File: src/rtl/mem_arb_pkg.sv
// Shared types for the unified-memory port arbiter: response owner encoding and the
// word-alignment mask applied to load/store addresses.
package mem_arb_pkg;

  typedef enum logic [2:0] {
    RSP_NONE,
    RSP_IF,
    RSP_DRD,
    RSP_DWR,
    RSP_DERR
  } rsp_owner_e;

  localparam logic [1:0] ALIGN_MASK = 2'b11;

endpackage

File: src/rtl/mem_port_arbiter.sv
// Arbitrates the single memory port between instruction fetch and load/store; grant is same-cycle,
// response exactly one cycle later; requesters are held off only by withholding gnt, responses never stall.
module mem_port_arbiter
  import mem_arb_pkg::*;
#(
  parameter int XLEN       = 32,
  parameter int STARVE_MAX = 4
) (
  input  logic            clk_i,
  input  logic            rstn_i,
  input  logic            if_req_i,
  input  logic [XLEN-1:0] if_addr_i,
  output logic            if_gnt_o,
  output logic            if_rvalid_o,
  output logic [XLEN-1:0] if_rdata_o,
  input  logic            d_req_i,
  input  logic            d_we_i,
  input  logic [XLEN-1:0] d_addr_i,
  input  logic [XLEN-1:0] d_wdata_i,
  output logic            d_gnt_o,
  output logic            d_rvalid_o,
  output logic [XLEN-1:0] d_rdata_o,
  output logic            d_err_o,
  output logic [XLEN-1:0] mem_addr_o,
  output logic            mem_we_o,
  output logic [XLEN-1:0] mem_wdata_o,
  input  logic [XLEN-1:0] mem_rdata_i
);

  localparam int CW = $clog2(STARVE_MAX + 1);

  logic [CW-1:0] starve_cnt;
  rsp_owner_e    rsp_q;
  rsp_owner_e    rsp_d;
  logic          force_if;
  logic          aligned;

  always_comb begin
    force_if = if_req_i && (starve_cnt == CW'(STARVE_MAX));
    // Gating with rstn_i keeps both grants low while reset is held.
    d_gnt_o  = rstn_i & d_req_i & ~force_if;
    if_gnt_o = rstn_i & if_req_i & ~d_gnt_o;
    aligned  = (d_addr_i[1:0] & ALIGN_MASK) == 2'b00;

    mem_addr_o  = '0;
    mem_we_o    = 1'b0;
    mem_wdata_o = '0;
    rsp_d       = RSP_NONE;
    if (d_gnt_o) begin
      mem_addr_o  = d_addr_i;
      mem_we_o    = d_we_i & aligned;
      mem_wdata_o = d_wdata_i;
      if (!aligned)    rsp_d = RSP_DERR;
      else if (d_we_i) rsp_d = RSP_DWR;
      else             rsp_d = RSP_DRD;
    end else if (if_gnt_o) begin
      mem_addr_o  = if_addr_i;
      mem_wdata_o = d_wdata_i;
      rsp_d       = RSP_IF;
    end

    if_rvalid_o = (rsp_q == RSP_IF);
    if_rdata_o  = if_rvalid_o ? mem_rdata_i : '0;
    d_rvalid_o  = (rsp_q == RSP_DRD) || (rsp_q == RSP_DWR) || (rsp_q == RSP_DERR);
    d_err_o     = (rsp_q == RSP_DERR);
    d_rdata_o   = (rsp_q == RSP_DRD) ? mem_rdata_i : '0;
  end

  always_ff @(posedge clk_i or negedge rstn_i) begin
    if (!rstn_i) begin
      rsp_q      <= RSP_NONE;
      starve_cnt <= '0;
    end else begin
      rsp_q <= rsp_d;
      // Count only D grants that make a waiting fetch wait longer.
      if (if_gnt_o || !if_req_i)
        starve_cnt <= '0;
      else if (d_gnt_o && (starve_cnt != CW'(STARVE_MAX)))
        starve_cnt <= starve_cnt + CW'(1);
    end
  end

endmodule

File: config.mk
export PLATFORM = sky130hd
export DESIGN_NAME = mem_port_arbiter
export DESIGN_NICKNAME = d
export VERILOG_FILES = /design/src/rtl/mem_arb_pkg.sv /design/src/rtl/mem_port_arbiter.sv
export SDC_FILE = /design/constraint.sdc
export NUM_CORES = 1
export LEC_CHECK = 0
export BUFFER_PORTS_ARGS = -buffer_cell sky130_fd_sc_hd__buf_2
export CAP_MARGIN = 20
export CORE_AREA = 2 2 104 106
export CTS_CLUSTER_SIZE = 25
export DETAILED_ROUTE_END_ITERATION = 10
export DIE_AREA = 0 0 106 108
export PLACE_DENSITY_LB_ADDON = 0.08
export SYNTH_ARGS = -nofsm -noshare
export SYNTH_HDL_FRONTEND = slang
export SYNTH_SLANG_ARGS = --single-unit
File: constraint.sdc
create_clock -name clk_i -period 1.9 [get_ports clk_i]
set_input_delay 0.19 -clock clk_i [delete_from_list [all_inputs] [get_ports clk_i]]
set_output_delay 0.19 -clock clk_i [all_outputs]
set_load 0.05 [all_outputs]
Word level (Yosys, flattened, before mapping)
Index checks and enable logic that the tools add are counted.
{"block": "classes", "n_addsub": 1, "n_eq_ne": 6, "n_mux": 13, "bitwise_logic": 7, "n_reduce_logical": 8}
{"operator": "$mux W32", "count": 6}
{"operator": "$mux W3", "count": 4}
{"operator": "$eq A3 B2 Y1 const B", "count": 2}
{"operator": "$eq A3 B3 Y1 const B", "count": 2}
{"operator": "$and A1 B1 Y1", "count": 5}
{"operator": "$add A3 B1 Y3 const B", "count": 1}
{"operator": "$eq A3 B1 Y1 const B", "count": 1}
{"operator": "$logic_or A1 B1 Y1", "count": 3}
{"operator": "$mux W1", "count": 3}
{"operator": "$ne A3 B3 Y1 const B", "count": 1}
{"operator": "$logic_and A1 B1 Y1", "count": 2}
{"operator": "$logic_not A2 Y1", "count": 1}
{"operator": "$not A1 Y1", "count": 2}
{"operator": "$reduce_bool A2 Y1", "count": 1}
{"operator": "$logic_not A1 Y1", "count": 1}
{"block": "word_totals", "register_bits": 6, "out_inout_bits": 134, "word_cells": 37}

Depth between registers and ports, before layout
{"block": "depth", "ltp_word": 8, "mapped_depth": 6, "mapped_depth_nobuf": 5}

Least setup slack after synthesis
No wires, ideal clock.
{"block": "synth_path", "path_type": "reg-to-output", "from": "register rsp_q[1]", "to": "output port if_rdata_o[22]", "t_arrival_ps": 1773, "slack_ps": -63, "stages_incl_launch_ff": 4, "n_path_buf": 1, "path_cell_list": "dfrtp_1 -> nor3b_2 -> clkbuf_1 -> and2_1"}
{"block": "synth_via", "elab_chain_len": 2}
{"item": "start, declared", "line_no": "mem_port_arbiter.sv:33", "text": "rsp_owner_e rsp_q;"}
{"item": "start signal, assigned", "line_no": "mem_port_arbiter.sv:74", "text": "rsp_q <= rsp_d;"}
{"item": "$eq A3 B1 Y1", "line_no": "mem_port_arbiter.sv:62", "text": "if_rvalid_o = (rsp_q == RSP_IF);"}
{"item": "via if_rvalid_o", "line_no": "mem_port_arbiter.sv:14", "text": "output logic if_rvalid_o,"}
{"item": "$mux W32", "line_no": "mem_port_arbiter.sv:63", "text": "if_rdata_o = if_rvalid_o ? mem_rdata_i : '0;"}
{"item": "end, declared", "line_no": "mem_port_arbiter.sv:15", "text": "output logic [XLEN-1:0] if_rdata_o,"}
The timed path passes the listed nets, and every way through them passes these cells.

Worst setup path in the final report
{"block": "layout_path", "from": "register starve_cnt[1]", "to": "output port mem_addr_o[9]"}
{"block": "layout_via", "elab_chain_len": 8}
{"item": "start, declared", "line_no": "mem_port_arbiter.sv:32", "text": "logic [CW-1:0] starve_cnt;"}
{"item": "start signal, assigned", "line_no": "mem_port_arbiter.sv:79", "text": "starve_cnt <= starve_cnt + CW'(1);"}
{"item": "$eq A3 B3 Y1 *", "line_no": "mem_port_arbiter.sv:39", "text": "force_if = if_req_i && (starve_cnt == CW'(STARVE_MAX));"}
{"item": "$logic_and A1 B1 Y1 *", "line_no": "mem_port_arbiter.sv:39"}
{"item": "$not A1 Y1 *", "line_no": "mem_port_arbiter.sv:41", "text": "d_gnt_o = rstn_i & d_req_i & ~force_if;"}
{"item": "$and A1 B1 Y1 *", "line_no": "mem_port_arbiter.sv:41"}
{"item": "$not A1 Y1", "line_no": "mem_port_arbiter.sv:42", "text": "if_gnt_o = rstn_i & if_req_i & ~d_gnt_o;"}
{"item": "$and A1 B1 Y1", "line_no": "mem_port_arbiter.sv:42"}
{"item": "$mux W32", "line_no": "mem_port_arbiter.sv:56", "text": "end else if (if_gnt_o) begin"}
{"item": "$mux W32 *", "line_no": "mem_port_arbiter.sv:49", "text": "if (d_gnt_o) begin"}
{"item": "end, declared", "line_no": "mem_port_arbiter.sv:24", "text": "output logic [XLEN-1:0] mem_addr_o,"}
Mark *: on every way between the ends. The rest lies on a longest branch, timed or not.

==> key figures <==
Synth
  – YS warnings: 0
  – Most common flop cell mapped by yosys: dfrtp_1
  – Post-synth EDFFs: 0
  – Post-synthesis area per instance: 7.528 um2
  – Synthesis-stage register bit count: 6
  – Synth Net Count: 318
  – Register area share after synthesis: 10.90%
  – Synth Instances: 183
  – Post-synthesis cell type count: 26
  – Post-Syn Area: 0.001378 mm2
  – FFs w/ async S/R, synth: 100.0%

Global route
  – Largest net degree at the start of global routing: 35
  – Antenna violations before repair: 0
  – Vias in the first global route: 2081
  – Total GRT Usage: 9.853%
  – First-pass GRT wire length: 9287 um
  – Gr ovfl total: 0

STA
  – Fin crit period: 1.900 ns
  – Rel. slew slack: 82.75%
  – Final Max Tran Viols: 0
  – Hold WS: 0.2300 ns
  – Period utilisation layout: 100.0%
  – Final Skew: 0.005959 ns
  – Setup violations, final: 1
  – Final worst setup slack: -0.0001043 ns
  – Max Fclk: 0.5263 GHz
  – Worst Tran Pin Value: 0.2587 ns
  – RSZ-0062 raised after global routing: yes
  – Final hold vios: 0

Clock network
  – Clock slew at reported path FFs: 0.04 ns
  – Clk sinks: 6
  – H-tree Lvls: 1
  – CTS Buf Count: 3
  – CTS tree: yes
  – Clk buf depth: 2
  – CTS Root Cell: clkbuf_8
  – Worst skew pair latency: 0.23 ns

Route
  – Drt first-iter violations: 62
  – Routed Antenna Nets: 0
  – Pre-antenna DRT Iters: 4
  – Final WL: 6998 um
  – Via Count: 2340
  – DR WL/cell: 11.90 um
  – DR vias/cell: 3.980
  – DR DRC count: 0

Pwr
  – Clock share of power: 15.0%
  – Worst vdd ir: 0.0001606 V
  – Flop pwr share: 10.5%
  – Switching Share: 51.11%
  – Pwr/cell area: 380.5 mW/mm2
  – Final total power: 1.304 mW
  – Int Power: 0.6375 mW
  – Switch Pwr: 0.6664 mW
  – Combinational Power Share: 74.5%
  – Leak: 2.051 nW

Floorplanning
  – Die height: 108 um
  – Die W: 106 um
  – I/O pin cnt: 267
  – Core Box Area: 0.01023 mm2
  – Die ar.: 0.01145 mm2
  – Rows: 37
  – Initial Util: 13.46%

Setup path
  – Worst path cell trace: inv_2 -> ha_4 -> a31oi_4 -> buf_6 -> clkbuf_16 -> a22o_4 -> buf_8
  – Worst-path fanout max: 8
  – Crit. End Element: output pin
  – Critical Path Slowest Stage Cell: dfrtp_1
  – Reg-to-Reg Start: starve_cnt[1]
  – Critical path required time: 1.71 ns
  – FF-to-FF End: rsp_q[0]
  – Top delay family on crit path: buffers and inverters
  – Cells on worst reg2reg path: 6
  – R2R setup slack: 0.53 ns
  – Buf/Inv on CP: 4
  – Setup CP Type: flop to output pin
  – Crit-path max cell delay: 0.40 ns
  – Critical path data arrival time: 1.71 ns
  – CP Launch Type: flop

Min path
  – Hold path depth: 2
  – Worst Min Path Start: d_we_i
  – HP Class: input pin to flop
  – Hold Path Sink: rsp_q[0]

Placement
  – Final GP Congestion: 0.7537
  – Buffers on Ports: 266
  – Final HPWL DP: 5284 um

Run
  – # Max-Cap Violations: 0

Final layout
  – Final net count: 589
  – Final antenna diode count: 0
  – Layout cells sized above 1: 68.36%
  – Area grow syn2layout: 148.8%

Outcome
  – Status: finished, violations left
  – Failing checks: setup timing
==> area by class of cell <==
| cell class | instances | area (um2) |
|---|---|---|
| multi-input cells | 158 | 1226 |
| inverters | 4 | 15.01 |
| repair buffers | 281 | 1824 |
| flip-flops and latches | 6 | 150.1 |
| fillers | 1111 | 6804 |
| clock buffers | 3 | 41.29 |
| well taps | 136 | 170.2 |
==> worst reg2reg max path, stage by stage, from the launching register on <==
cell	delay, ns
dfrtp_1	0.38
inv_2	0.06
ha_4	0.18
a21boi_4	0.18
nor2_4	0.08
buf_6	0.16
a31o_2	0.22
==> stage by stage <==
step	area, um2	util, %	setup slack, ns	setup TNS [ns]	instances
2_1_floorplan	1383	-	0.02625	0	183
5_1_grt	3427	33.50	-0.06516	-1.437	588
3_3_place_gp	2860	27.96	0.1241	0	576
6_report	3427	33.50	-0.0001043	-0.0001043	588
4_1_cts	3139	30.68	0.001378	0	583
3_5_place_dp	2860	27.96	0.1176	0	576
==> cell usage in the layout (no fill, tap or decap) <==
| cell | instances |
|---|---|
| dfrtp_1 | 6 |
| inv_2 | 2 |
| inv_1 | 2 |
| a22o_2 | 3 |
| dlygate4sd3_1 | 1 |
| and2_2 | 1 |
| ha_1 | 1 |
| ha_4 | 1 |
| buf_8 | 12 |
| nand4b_1 | 1 |
| clkbuf_16 | 3 |
| clkbuf_4 | 1 |
| o21ai_0 | 1 |
| nor3b_1 | 1 |
| buf_6 | 22 |
| buf_2 | 233 |
| buf_16 | 1 |
| a21boi_0 | 3 |
| nand3_1 | 2 |
| clkbuf_8 | 3 |
| nor2_1 | 5 |
| nor3b_2 | 1 |
| and3_1 | 1 |
| a22o_4 | 12 |
| a31oi_4 | 1 |
| nor2_4 | 1 |
| a31o_2 | 1 |
| nand2_1 | 5 |
| a21boi_4 | 1 |
| buf_12 | 4 |
| nand2_2 | 1 |
| and2b_2 | 1 |
| nand2b_1 | 1 |
| and2_1 | 96 |
| a22o_1 | 17 |
| buf_4 | 4 |
==> state kept, by name (all words and copies together), names as in the netlist <==
register	count
starve_cnt	3
rsp_q	3
==> logic make-up after synthesis <==
group,share of synthesized area [%]
buffers and inverters,8.718
adder cells (fa/ha/maj),1.816
AND/OR/NAND/NOR,52.14
AO/OA/AOI/OAI,26.43
flip-flops,10.90
==> cells in the mapped netlist, types with 3 or more instances <==
cell	n	area, um2
inv_1	4	15.01
clkbuf_1	6	22.52
clkbuf_2	3	15.01
nor2_1	5	18.77
a22o_1	20	175.2
nand2_1	5	18.77
and2_1	96	600.6
dfrtp_1	6	150.1
a22o_2	12	120.1
a21boi_0	3	22.52
buf_6	6	67.56
==> power by group through the flow <==
stage	clock (mW)	combinational (mW)	sequential, mW
after global placement	0	0.832	0.138
after CTS	0.203	0.903	0.136
after floorplan	0	0.569	0.137
final	0.196	0.972	0.136
after detailed placement	0	0.833	0.138
after global routing	0.218	1.03	0.137
==> worst max-delay path by stage <==
stage / from / endpoint / slack [ns] / cells after the start
detailed placement: starve_cnt[0] / mem_addr_o[16] / 0.12 / 6
global placement: starve_cnt[0] / mem_addr_o[3] / 0.12 / 7
CTS: starve_cnt[1] / mem_addr_o[31] / 0.001 / 6
global route: starve_cnt[1] / mem_addr_o[13] / -0.07 / 7
floorplan: starve_cnt[0] / mem_we_o / 0.03 / 5
finish: starve_cnt[1] / mem_addr_o[9] / -0.0001 / 7
==> what timing repair did <==
action / 4_1_cts / 5_1_grt
hold endpoints to repair: 6 / 0
gates cloned: 1 / 4
gates resized for setup: 55 / 42
hold buffers: 1 / 0
buffers inserted: 2 / 1
pin swaps: 2 / 24
setup endpoints to repair: 34 / 34
==> per-layer routing <==
layer  GRT usage, %  part of all wire, %
met4          2.256                 0.76
met1          9.242                   35
met5              0                    0
met3          2.532                  9.6
met2          20.97                   54
No activity file was read; power rests on OpenSTA's default activity.
